### config.mk
export PLATFORM = sky130hd
export DESIGN_NAME = spi_slave_regs
export DESIGN_NICKNAME = d
export VERILOG_FILES = /design/src/rtl/spi_slave_regs.sv
export SDC_FILE = /design/constraint.sdc
export NUM_CORES = 1
export LEC_CHECK = 0
export CELL_PAD_IN_SITES_DETAIL_PLACEMENT = 0
export CELL_PAD_IN_SITES_GLOBAL_PLACEMENT = 1
export CORE_MARGIN = 2
export CORE_UTILIZATION = 30
export CTS_CLUSTER_DIAMETER = 30
export CTS_CLUSTER_SIZE = 30
export DETAILED_ROUTE_END_ITERATION = 10
export PLACE_DENSITY_LB_ADDON = 0.1
export REMOVE_ABC_BUFFERS = 1
export SLEW_MARGIN = 20
export SYNTH_ARGS = -nofsm -noshare
export SYNTH_HDL_FRONTEND = slang
export SYNTH_SLANG_ARGS = --single-unit
### constraint.sdc
create_clock -name clk -period 2.4 [get_ports clk]
set_input_delay 0.48 -clock clk [delete_from_list [all_inputs] [get_ports clk]]
set_output_delay 0.48 -clock clk [all_outputs]
set_load 0.1 [all_outputs]
### src/rtl/spi_slave_regs.sv
// SPI mode-0 responder with a 2**ADDR_WIDTH x DATA_WIDTH register file.
// SPI pins are oversampled in the clk domain; write commits are strobed to local logic.
module spi_slave_regs #(
  parameter int ADDR_WIDTH = 3,
  parameter int DATA_WIDTH = 8
) (
  input  logic                  clk,
  input  logic                  rst_n,
  input  logic                  sclk,
  input  logic                  cs,
  input  logic                  mosi,
  output logic                  miso,
  output logic                  reg_wr_vld,
  output logic [ADDR_WIDTH-1:0] reg_wr_addr,
  output logic [DATA_WIDTH-1:0] reg_wr_data,
  output logic                  frame_err
);

  // state | meaning
  // IDLE  | waiting for a cs falling edge
  // CMD   | shifting in the R/W flag and address
  // WDATA | shifting in write data, commit on the last bit
  // RDATA | shifting register contents out on miso
  // DONE  | frame complete, extra sclk edges only counted

  localparam int NREG      = 1 << ADDR_WIDTH;
  localparam int FRAME_LEN = 1 + ADDR_WIDTH + DATA_WIDTH;
  localparam int CMD_LEN   = 1 + ADDR_WIDTH;

  localparam logic [3:0] CNT_CMD   = 4'(CMD_LEN);
  localparam logic [3:0] CNT_FRAME = 4'(FRAME_LEN);
  localparam logic [3:0] CNT_MAX   = 4'hF;

  typedef enum logic [2:0] {
    IDLE,
    CMD,
    WDATA,
    RDATA,
    DONE
  } state_t;

  state_t                 state;
  logic [3:0]             bit_cnt;
  logic [FRAME_LEN-2:0]   in_shift;
  logic [DATA_WIDTH-1:0]  rd_shift;
  logic [DATA_WIDTH-1:0]  regs [NREG];

  logic [2:0] sclk_sync;
  logic [2:0] cs_sync;
  logic [2:0] mosi_sync;

  logic                 sclk_rise;
  logic                 sclk_fall;
  logic                 cs_rise;
  logic                 cs_fall;
  logic                 mosi_bit;
  logic [FRAME_LEN-1:0] in_next;
  logic [3:0]           cnt_inc;
  logic                 cnt_bad;

  // Two synchroniser flops plus one history flop per pin; edges taken between stages 2 and 3.
  always_ff @(posedge clk or negedge rst_n) begin
    if (!rst_n) begin
      sclk_sync <= '0;
      cs_sync   <= '0;
      mosi_sync <= '0;
    end else begin
      sclk_sync <= {sclk_sync[1:0], sclk};
      cs_sync   <= {cs_sync[1:0], cs};
      mosi_sync <= {mosi_sync[1:0], mosi};
    end
  end

  assign sclk_rise = sclk_sync[1] & ~sclk_sync[2];
  assign sclk_fall = ~sclk_sync[1] & sclk_sync[2];
  assign cs_rise   = cs_sync[1] & ~cs_sync[2];
  assign cs_fall   = ~cs_sync[1] & cs_sync[2];
  // mosi is stable for several clk around the sampling sclk edge, so the aligned stage is safe.
  assign mosi_bit  = mosi_sync[2];

  assign in_next = {in_shift, mosi_bit};
  assign cnt_inc = bit_cnt + 4'd1;
  assign cnt_bad = ((bit_cnt != 4'd0) && (bit_cnt < CNT_FRAME)) || (bit_cnt > CNT_FRAME);

  always_ff @(posedge clk or negedge rst_n) begin
    if (!rst_n) begin
      state       <= IDLE;
      bit_cnt     <= '0;
      in_shift    <= '0;
      rd_shift    <= '0;
      miso        <= 1'b0;
      reg_wr_vld  <= 1'b0;
      reg_wr_addr <= '0;
      reg_wr_data <= '0;
      frame_err   <= 1'b0;
      for (int i = 0; i < NREG; i++) begin
        regs[i] <= '0;
      end
    end else begin
      reg_wr_vld <= 1'b0;
      frame_err  <= 1'b0;

      // A cs rise outranks any sclk edge seen in the same cycle.
      if ((state != IDLE) && cs_rise) begin
        state <= IDLE;
        miso  <= 1'b0;
        if (cnt_bad) begin
          frame_err <= 1'b1;
        end
      end else begin
        case (state)
          IDLE: begin
            if (cs_fall) begin
              bit_cnt  <= '0;
              in_shift <= '0;
              rd_shift <= '0;
              state    <= CMD;
            end
          end

          CMD: begin
            if (sclk_rise) begin
              in_shift <= in_next[FRAME_LEN-2:0];
              bit_cnt  <= cnt_inc;
              if (cnt_inc == CNT_CMD) begin
                if (in_next[ADDR_WIDTH]) begin
                  state <= WDATA;
                end else begin
                  rd_shift <= regs[in_next[ADDR_WIDTH-1:0]];
                  state    <= RDATA;
                end
              end
            end
          end

          WDATA: begin
            if (sclk_rise) begin
              in_shift <= in_next[FRAME_LEN-2:0];
              bit_cnt  <= cnt_inc;
              if (cnt_inc == CNT_FRAME) begin
                if (in_next[FRAME_LEN-1]) begin
                  regs[in_next[DATA_WIDTH +: ADDR_WIDTH]] <= in_next[DATA_WIDTH-1:0];
                  reg_wr_addr <= in_next[DATA_WIDTH +: ADDR_WIDTH];
                  reg_wr_data <= in_next[DATA_WIDTH-1:0];
                  reg_wr_vld  <= 1'b1;
                end
                state <= DONE;
              end
            end
          end

          RDATA: begin
            if (sclk_rise) begin
              bit_cnt <= cnt_inc;
              if (cnt_inc == CNT_FRAME) begin
                state <= DONE;
              end
            end else if (sclk_fall) begin
              miso     <= rd_shift[DATA_WIDTH-1];
              rd_shift <= {rd_shift[DATA_WIDTH-2:0], 1'b0};
            end
          end

          DONE: begin
            if (sclk_rise && (bit_cnt != CNT_MAX)) begin
              bit_cnt <= cnt_inc;
            end
          end

          default: state <= IDLE;
        endcase
      end
    end
  end

endmodule

== Word-level counts from Yosys, hierarchy flattened ==
Index checks and enable logic that the tools add are counted.

* Register bits: 113

* Add/sub/neg operators: 1
* Magnitude comparators: 5
* Equal/unequal tests: 23
* Multiplexer cells: 39
* Bitwise operators: 11
* Reduce and logical (&&, ||, !) cells: 22

{| class="wikitable"
|+ Operators by type and width
! kind !! count
|-
| two-way mux 8 bit || 9
|-
| bitwise mux 64 bit || 1
|-
| binary-select mux 8 bit (select 3 bit) || 1
|-
| demux 8 bit (select 3 bit) || 1
|-
| one-hot mux 8 bit (3 select lines) || 1
|-
| two-way mux 11 bit || 2
|-
| one-hot mux 11 bit (2 select lines) || 1
|-
| two-way mux 3 bit || 6
|-
| != test 2 bit (second input constant) || 8
|-
| two-way mux 1 bit || 12
|-
| two-way mux 4 bit || 3
|-
| one-hot mux 3 bit (4 select lines) || 1
|-
| one-hot mux 4 bit (3 select lines) || 1
|-
| AND reduction 5 bit || 2
|-
| != test 3 bit (second input constant) || 3
|-
| nonzero test 3 bit || 3
|-
| >= comparator 4 bit (second input constant) || 2
|-
| inverter 3 -> 4 bit || 2
|-
| AND reduction 8 bit || 1
|-
| == test 3 x 2 -> 1 bit (second input constant) || 2
|-
| != test 2 x 1 -> 1 bit (second input constant) || 3
|-
| != test 3 x 1 -> 1 bit (second input constant) || 2
|-
| AND reduction 6 bit || 1
|-
| nonzero test 2 bit || 3
|-
| 19 further kinds || 30
|}

== Logic depth before layout (Yosys ltp) ==
* Depth in word-level cells: 8
* Mapped depth: 7
* Gate-level depth less buffers: 6

== Worst setup path after synthesis ==
Ideal clock, no wire load.

* Path kind: reg-to-reg
* Start point: reg bit_cnt[0]
* End point: reg regs[10] (netlist name)
* Setup time: 0.125 ns
* Arrival: 1.789 ns
* Data required time: 2.275 ns
* Setup slack: 0.487 ns
* Cell stages (with the launch flop): 8
* Path buffers: 2
* Period minus slack after synthesis: 1.913 ns
* Cell sequence: dfrtp_1 > ha_1 > nand4_1 > nor4b_2 > buf_6 > and4_1 > buf_4 > mux2_2

* Cells in the longest elaborated chain, start to end: 3

{| class="wikitable"
|+ RTL lines
! element !! line !! text
|-
| start: declaration || 43 || <nowiki>logic [3:0] bit_cnt;</nowiki>
|-
| start signal: assignment || 124 || <nowiki>bit_cnt <= cnt_inc;</nowiki>
|-
| start signal: assignment || 139 || <nowiki>bit_cnt <= cnt_inc;</nowiki>
|-
| start signal: assignment || 154 || <nowiki>bit_cnt <= cnt_inc;</nowiki>
|-
| adder 4 x 1 -> 4 bit || 82 || <nowiki>assign cnt_inc = bit_cnt + 4'd1;</nowiki>
|-
| == test 4 bit || 140 || <nowiki>if (cnt_inc == CNT_FRAME) begin</nowiki>
|-
| AND reduction 5 bit (no source line) || n/a ||
|-
| end signal: indexed assignment || 142 || <nowiki>regs[in_next[DATA_WIDTH +: ADDR_WIDTH]] <= in_next[DATA_WIDTH-1:0];</nowiki>
|-
| end: declaration || 46 || <nowiki>logic [DATA_WIDTH-1:0] regs [NREG];</nowiki>
|}

Every way passes these cells.
A chain may end at the register's enable or synchronous reset.

== Worst setup path in the final report ==
* Start point: reg sclk_sync[1]
* End point: reg regs[62] (netlist name)

* Cells in the longest elaborated chain, start to end: 2

{| class="wikitable"
|+ RTL lines
! element !! line !! text
|-
| start: declaration || 48 || <nowiki>logic [2:0] sclk_sync;</nowiki>
|-
| start signal: assignment || 68 || <nowiki>sclk_sync <= {sclk_sync[1:0], sclk};</nowiki>
|-
| bitwise AND 1 bit || 74 || <nowiki>assign sclk_rise = sclk_sync[1] & ~sclk_sync[2];</nowiki>
|-
| AND reduction 5 bit (no source line) || n/a ||
|}

Every way passes these cells.

==> flow_metrics.py <==
metrics = {
    "global_routing": {
        "grt_pass1_vias": 3331,
        "top_usage_layer": "met2",
        "met3_usage": 0.0314,
        "grt-ovfl-total": 0,
        "grt_pass1_wl_mm": 19.4,
        "grt_max_degree": 49,
        "use_met1": 0.197,
        "antenna_found_initial": 0,
        "met2_usage": 0.227,
        "grt.total_usage": 0.145,
    },
    "routing": {
        "drtAntennaViolNets": 0,
        "drt_pass1_iterations": 4,
        "drtIter0Drc": 145,
        "num_vias": 3155,
        "routed_wl_mm": 11.8,
        "wl_per_cell_um": 18.0,
        "drc_errors": 0,
        "drt-vias-per-instance": 4.82,
    },
    "cts": {
        "clk_pin_slew_ns": 0.06,
        "cts_tree": "done",
        "cts_buffers": 17,
        "htreeDepth": 4,
        "clock_path_buffers": 2,
        "postCtsHoldBufs": 0,
        "clkSinkCount": 113,
        "clockRootBuffer": "clkbuf_16",
        "insertion_delay_ns": 0.41,
    },
    "yosys": {
        "ys.flop_type": "dfrtp_1",
        "synth.cells.most_frequent": "dfrtp_1, mux2_2, nor2_1",
        "synth_seq_cells": 113,
        "yosysTopAreaCell": "dfrtp_1",
        "ys_warn_count": 0,
        "synth.area.top_cells": "dfrtp_1, mux2_2, mux4_2, nand3_1, a21oi_1",
        "ys_seq_area_frac": 0.554,
        "syn_inst": 386,
        "synth_top_area_share": 0.554,
        "synthMostInstantiatedCell": "dfrtp_1",
        "syn_avg_cell_area_sq_um": 13.2,
        "async_flop_share": 1.00,
        "synth_enable_flop_cells": 0,
        "synth.cell_area_sq_mm": 0.00510,
        "synth.distinct_cells": 43,
    },
    "placement": {
        "dpl_cell_area_sq_mm": 0.00561,
        "gp_congestion": 0.746,
        "dp_hpwl_mm": 7.91,
        "port_buffers": 18,
    },
    "timing": {
        "setup_violations": 0,
        "fin_crit_sh": 0.932,
        "fmax_ghz": 0.447,
        "min_period_ns": 2.24,
        "rsz0062_at_grt": "false",
        "fin_skew_ns": 0.00859,
        "max_slew.worst_pin.slew_ns": 0.648,
        "drv_slew": 0,
        "hold-worst-slack_ns": -0.000178,
        "slew-limit-headroom": 0.564,
        "hold_viol": 1,
    },
    "worst_hold_path": {
        "hold_class": "input pin to asynchronous set/reset pin",
    },
    "cells_and_area": {
        "drive_above_1_share": 0.411,
        "area_growth_pct": 23.0,
        "final_util": 0.379,
        "fin_area_sq_mm": 0.00628,
        "diodes": 0,
        "nFillCells": 1634,
        "final_nets": 429,
    },
    "floorplanning": {
        "ios": 19,
        "std_cell_rows": 47,
        "initial_core_util": 0.308,
        "core_area_sq_mm": 0.0166,
        "die_area_sq_mm": 0.0181,
        "die_height_um": 134,
        "die_x_um": 134,
    },
    "worst_setup_path": {
        "path_max_fanout": 10,
        "arrival_ns": 2.53,
        "startpoint_type": "register",
        "end_kind": "register",
        "critPathRequiredTime_ns": 2.69,
        "criticalPathCategory": "register to register",
    },
    "power_and_ir_drop": {
        "ir_drop_v": 0.000498,
        "power_density_mw_per_mm2": 995,
        "leakagePower_uw": 0.00289,
    },
    "outcome": {
        "status": "finished with violations",
        "violations": "negative hold slack",
    },
    "flow_run": {
        "cap_viol_max_count": 0,
    },
}
## logic make-up after synthesis
family / share of synthesized area
AO/OA/AOI/OAI: 0.0613
adder cells (fa/ha/maj): 0.00490
XOR/XNOR: 0.00343
buffers and inverters: 0.0478
AND/OR/NAND/NOR: 0.0863
flip-flops: 0.554
multiplexers: 0.242
## cell usage in the layout (no fill, tap or decap), types with 7 or more instances in the layout
master,synthesis,layout
dfrtp_1,113,113
mux2_2,77,77
buf_4,7,43
nor2_1,21,21
nand3_1,18,18
inv_1,17,17
a21oi_1,17,17
clkbuf_16,0,17
mux4_2,16,16
o21ai_0,14,14
nand2_1,8,8
a22oi_1,7,7
and4_1,8,7
## final cells by class
cell class | count | area [sq um] | area share
clock buffers | 22 | 474 | 0.0755
clock inverters | 10 | 180 | 0.0287
inverters | 17 | 63.8 | 0.0102
multi-input cells | 224 | 2040 | 0.325
flip-flops and latches | 113 | 2830 | 0.450
well taps | 220 | 275 | 0.0439
repair buffers | 49 | 413 | 0.0658
## registers in the layout, summed over array words and instances, names as in the netlist
register and flops:
rd_shift 8, regs 64, frame_err 1, reg_wr_vld 1
reg_wr_data 8, reg_wr_addr 3, cs_sync 3, sclk_sync 3
in_shift 11, mosi_sync 3, miso 1, bit_cnt 4
state 3
## path summary, 6_finish.rpt
path	from	endpoint	slack, ns	cells after the start
worst min-delay path	rst_n	regs[39]	-0.0002	1
worst min register to register	cs_sync[0]	cs_sync[1]	0.35	0
min in group clk	cs_sync[0]	cs_sync[1]	0.35	0
worst max-delay path	sclk_sync[1]	regs[62]	0.16	7
max in group asynchronous	rst_n	sclk_sync[0]	1.66	2
worst max register to register	sclk_sync[1]	regs[62]	0.16	7
## critical path, cell delays in order (launching register included)
cell and delay, ns:
dfrtp_1 0.38, nor2b_2 0.25, nand4_1 0.23, nor4b_4 0.29
buf_4 0.20, and4_1 0.26, buf_4 0.17, mux2_2 0.34
## per-layer routing
layer  vias up  share of wire
li1       1466              -
met1      1633           0.48
met2        40           0.48
met3        16          0.028
met4         0          0.016
met5         -              0
## where the power goes
part | internal, uW | leakage, uW | total (uW) | switching [uW]
clock | 1920 | 0.000316 | 2780 | 864
sequential | 2070 | 0.00153 | 2300 | 229
combinational | 449 | 0.00105 | 1170 | 721
total | 4430 | 0.00289 | 6250 | 1810
## what timing repair did
action,CTS,global route
setup buffers,0,1
pin swaps,0,1
resized for setup,1,0
endpoints found under the setup margin,8,64
## through the flow
stage               std cells  power, uW  worst slack [ns]  setup TNS, ns  hold WS [ns]
floorplan                 354       3010            -0.400         -25.53         0.184
CTS                       654       6340            0.0342              0        0.0132
global placement          622       3520            0.0299              0         0.332
detailed placement        622       3510           -0.0377         -0.275         0.335
finish                    655       6250             0.164              0     -0.000178
global route              655       6600            0.0438              0        0.0197
(Power assumes the default switching activity.)
